<file path="config.mk">
export PLATFORM = sky130hd
export DESIGN_NAME = uart_rx_stream
export DESIGN_NICKNAME = d
export VERILOG_FILES = /design/src/rtl/uart_rx_stream.sv
export SDC_FILE = /design/constraint.sdc
export NUM_CORES = 1
export LEC_CHECK = 0
export BUFFER_PORTS_ARGS = -buffer_cell sky130_fd_sc_hd__buf_2
export CELL_PAD_IN_SITES_DETAIL_PLACEMENT = 1
export CELL_PAD_IN_SITES_GLOBAL_PLACEMENT = 2
export CORE_MARGIN = 3
export CORE_UTILIZATION = 33
export DETAILED_ROUTE_END_ITERATION = 10
export HOLD_SLACK_MARGIN = 0.12
export PLACE_DENSITY = 0.77
export SYNTH_ARGS = -nofsm -noshare
export SYNTH_HDL_FRONTEND = slang
export SYNTH_SLANG_ARGS = --single-unit
</file>
<file path="constraint.sdc">
create_clock -name clk -period 1.45 [get_ports clk]
set_input_delay 0.145 -clock clk [delete_from_list [all_inputs] [get_ports clk]]
set_output_delay 0.145 -clock clk [all_outputs]
set_load 0.03 [all_outputs]
</file>
<file path="src/rtl/uart_rx_stream.sv">
// uart_rx_stream: 8N1 UART receiver that samples each bit at its centre and hands bytes to a
// one-entry valid/ready buffer, with sticky framing-error and overrun flags.
module uart_rx_stream #(
    parameter int CLK_HZ  = 100800000,
    parameter int SCLK_HZ = 115200
) (
    input  logic       clk,
    input  logic       reset,
    input  logic       uart_rxd,
    output logic [7:0] dout,
    output logic       dout_valid,
    input  logic       dout_ready,
    output logic       framing_error,
    output logic       overrun,
    input  logic       clear_status
);
    localparam int DIV  = CLK_HZ / SCLK_HZ;
    localparam int HALF = DIV / 2;
    localparam int CW   = $clog2(DIV);
    localparam logic [CW-1:0] HALF_END = CW'(HALF - 1);
    localparam logic [CW-1:0] BIT_END  = CW'(DIV - 1);
    typedef enum logic [2:0] {IDLE, START, DATA, STOP, BREAK} state_t;
    state_t          state_q;
    logic [1:0]      sync_q;
    logic [2:0]      settle_q;
    logic [CW-1:0]   cnt_q;
    logic [2:0]      bit_q;
    logic [7:0]      shift_q;
    logic            done_q;
    logic [7:0]      dout_q;
    logic            valid_q;
    logic            fe_q;
    logic            ov_q;
    logic            rxd_s;
    assign rxd_s         = sync_q[1];
    assign dout          = dout_q;
    assign dout_valid    = valid_q;
    assign framing_error = fe_q;
    assign overrun       = ov_q;
    always_ff @(posedge clk) begin
        if (reset) begin
            state_q  <= IDLE;
            sync_q   <= 2'b11;
            settle_q <= '0;
            cnt_q    <= '0;
            bit_q    <= '0;
            shift_q  <= '0;
            done_q   <= 1'b0;
            dout_q   <= '0;
            valid_q  <= 1'b0;
            fe_q     <= 1'b0;
            ov_q     <= 1'b0;
        end else begin
            sync_q   <= {sync_q[0], uart_rxd};
            settle_q <= {settle_q[1:0], 1'b1};
            done_q   <= 1'b0;
            cnt_q    <= cnt_q + 1'b1;
            if (clear_status) begin
                fe_q <= 1'b0;
                ov_q <= 1'b0;
            end
            case (state_q)
                // The first low seen once the synchronizer has flushed is a line that was
                // already low across reset, so it is parked in BREAK rather than started.
                IDLE: begin
                    cnt_q <= '0;
                    if (!rxd_s) state_q <= settle_q[2] ? START : BREAK;
                end
                START: if (cnt_q == HALF_END) begin
                    cnt_q   <= '0;
                    bit_q   <= '0;
                    state_q <= rxd_s ? IDLE : DATA;
                end
                DATA: if (cnt_q == BIT_END) begin
                    cnt_q   <= '0;
                    shift_q <= {rxd_s, shift_q[7:1]};
                    bit_q   <= bit_q + 1'b1;
                    if (bit_q == 3'd7) state_q <= STOP;
                end
                STOP: if (cnt_q == BIT_END) begin
                    cnt_q   <= '0;
                    done_q  <= rxd_s;
                    fe_q    <= fe_q | !rxd_s;
                    state_q <= rxd_s ? IDLE : BREAK;
                end
                BREAK: begin
                    cnt_q <= '0;
                    if (rxd_s) state_q <= IDLE;
                end
                default: state_q <= IDLE;
            endcase
            if (done_q && (!valid_q || dout_ready)) begin
                dout_q  <= shift_q;
                valid_q <= 1'b1;
            end else if (done_q) begin
                ov_q <= 1'b1;
            end else if (valid_q && dout_ready) begin
                valid_q <= 1'b0;
            end
        end
    end
endmodule

</file>
==> results.md <==
* Run status: finished with violations
* Failing checks: negative setup slack
* Rows at 25
* Crit. End Element: flop
* WHS at 0.1505 ns
* Die Wd at 78.70 um
* Routed len/inst at 14.84 um
* Area delta synth->final at 36.08%
* Synth Flop Type: dfxtp_1
* Multi-input logic area at 965.9 um2
* Fmax at 627.2 MHz
* Global-route wire length before repair at 7.479 mm
* Cell family with most CP delay: simple AND/OR/NAND/NOR gates
* Number of global-route vias before repair at 1512
* Setup ws final at -0.1443 ns
* Vias at 1423
* WP buf/inv at 2
* Longest Clk Path Bufs at 2
* Shortest period the worst path allows at 1.594 ns
* Critical Path, Cell by Cell: or3b_4 -> nor4_2 -> buf_4 -> buf_12 -> mux2i_1 -> nor2_1
* DRC at 0
* Adder-cell area share of the yosys netlist at 0.03587
* ANT cells at 0
* Cell area after layout at 2374 um2
* Max VDD drop at 567.3 uV
* Hold Vio Cnt, Final at 0
* Initial Util at 0.3552
* Clk Latency, worst-skew pair at 0.30 ns
* Post-Syn Nets at 188
* # IOs at 16
* Die Area at 6194 um2
* GRT Resource Usage Total at 0.1542
* Syn. warnings at 0
* Netlist cell types at 38
* Final net count at 237
* Detailed Place HPWL at 2.855 mm
* Synth Area in Simple Gates at 0.2217
* Sequential cell area at 833.3 um2
* Register area share after synthesis at 0.4706
* Reg clk slew, reported paths at 0.08 ns
* Leading cell type in the layout, fill and taps excluded: dfxtp_1
* Highest-count cells in the layout ignoring fill and taps: dfxtp_1, buf_4, nor2_1
* Clk_skew at 0.007781 ns
* RD Place Congestion at 0.7914
* DR vias/cell at 4.824
* Final Max Slew Viols at 0
* Post-synth EDFFs at 0
* Clock root buffer: clkbuf_8
* Setup_tns at -2.751 ns
* Post-Syn Area at 1744 um2
* DP Area at 2028 um2
* Post-synthesis mux area share at 0.09756
* Initial antenna violation count at 0
* Main combinational cell family by area after synthesis: simple AND/OR/NAND/NOR gates
* Slowest cell on crit path: or3b_4
* CTS sink count at 41
* Synth Area in Compound Gates at 0.07819
* Final setup violation count at 26
* Iter 0 DRT Violations at 33
* Fin crit share at 1.100
* Core region area at 4911 um2
* Ys async rst share at 0
* Post-synthesis xor/xnor area fraction at 0.04017
* Largest net degree at the start of global routing at 18
* Syn Inst Count at 178
* H-tree levels at 2
* Largest stage delay on the critical path at 0.40 ns
* Slew margin rel. at 0.7768
* Synth Register Bits at 41
* Final ANT Viol Nets at 0
* First-pass DRT Iterations at 3
* CTS tree: built
* DP Worst Slack at -0.1640 ns
* Critical path arrival at 1.78 ns
* TritonCTS Buffers at 5
* Worst endpoint required time at 1.64 ns
* RSZ-0062 raised after global routing: true
* Syn_area_per_cell at 9.799 um2
* Lkg Pwr at 0.9938 nW
* Final core occ at 0.4833
* Max-capacitance violation count at 0
* Power Dens Cells at 1167 nW/um2
* Die height at 78.70 um
* Layout cells sized above 1 at 0.4254
* Worst Hold Class: input pin to flop
* GRT overflow at 0
* Least-Margin Pin Slew at 0.3348 ns
* FILL cells at 572
* Port buffer count at 15
* DRT Wirelength at 4.379 mm
* Critical setup path kind: flop to flop
* Critical Path Start Type: flop
* Crit Path Max Fanout at 9
==> what timing repair did <==
action / CTS / global route
hold endpoints to repair: 2 / 0
pin swaps: 9 / 14
cloned: 1 / 0
gates resized for setup: 33 / 12
hold buffers: 2 / 0
buffers inserted: 9 / 5
setup endpoints to repair: 25 / 27
==> metal layers <==
layer,share of wire,GRT usage,up-vias
li1,-,-,693
met1,0.44,0.1861,706
met2,0.52,0.2640,15
met3,0.026,0.03968,9
met4,0.015,0.05594,0
met5,0,0,-
==> layout make-up <==
type / instances / share of cell area
sequential: 41 / 0.3511
multi-input combinational: 122 / 0.4070
tap: 67 / 0.03532
clock buffer: 5 / 0.02899
inverter: 7 / 0.01107
timing repair buffer: 50 / 0.1560
clock inverter: 3 / 0.01054
==> Yosys cell counts (all sizes together), types with 4 or more instances <==
master	number	area, um2
and3	5	31.28
mux2i	17	170.2
nor3	5	36.29
buf	6	53.79
nand2	7	26.28
inv	7	26.28
dfxtp	41	820.8
nor2b	4	25.02
xnor2	6	52.55
ha	5	62.56
nand3b	4	30.03
a21oi	8	58.81
nor2	34	127.6
==> metrics by stage <==
| step | cells | total power [mW] |
|---|---|---|
| final | 295 | 2.770 |
| after global routing | 295 | 2.909 |
| after CTS | 295 | 2.786 |
| after detailed placement | 276 | 1.722 |
| after global placement | 276 | 1.696 |
| after floorplan | 178 | 1.548 |
==> worst paths after layout <==
| check | start | to | slack (ns) | cells past startpoint |
|---|---|---|---|---|
| worst max-delay path | state_q[2]$_SDFFE_PP0P_ | shift_q[5]$_SDFFE_PP0P_ | -0.14 | 6 |
| worst max register to register | state_q[2]$_SDFFE_PP0P_ | shift_q[5]$_SDFFE_PP0P_ | -0.14 | 6 |
| worst min-delay path | dout_ready | dout_valid$_SDFFE_PP0P_ | 0.15 | 4 |
| worst min register to register | settle_q[0]$_DFF_P_ | settle_q[1]$_SDFF_PP0_ | 0.45 | 1 |
==> cells by family after synthesis <==
| group | count (synthesis) |
|---|---|
| XOR/XNOR | 8 |
| multiplexers | 17 |
| buffers and inverters | 15 |
| AO/OA/AOI/OAI | 18 |
| AND/OR/NAND/NOR | 74 |
| flip-flops | 41 |
| adder cells (fa/ha/maj) | 5 |
==> worst reg2reg max path: stages (launching register included) <==
cell,delay (ns)
dfxtp_2,0.36
or3b_4,0.40
nor4_2,0.15
buf_4,0.18
buf_12,0.13
mux2i_1,0.20
nor2_1,0.06
==> registers in the layout, summed over array words and instances (netlist names) <==
signal	count
state_q	3
done_q	1
settle_q	3
cnt_q	10
shift_q	8
framing_error	1
sync_q	2
dout	8
dout_valid	1
overrun	1
bit_q	3
==> power by group <==
| group | switching [mW] | internal [mW] |
|---|---|---|
| logic | 0.386 | 0.377 |
| clock network | 0.443 | 0.348 |
| registers | 0.0405 | 1.18 |
| total | 0.870 | 1.90 |
Power figures use the tool's default switching activity.
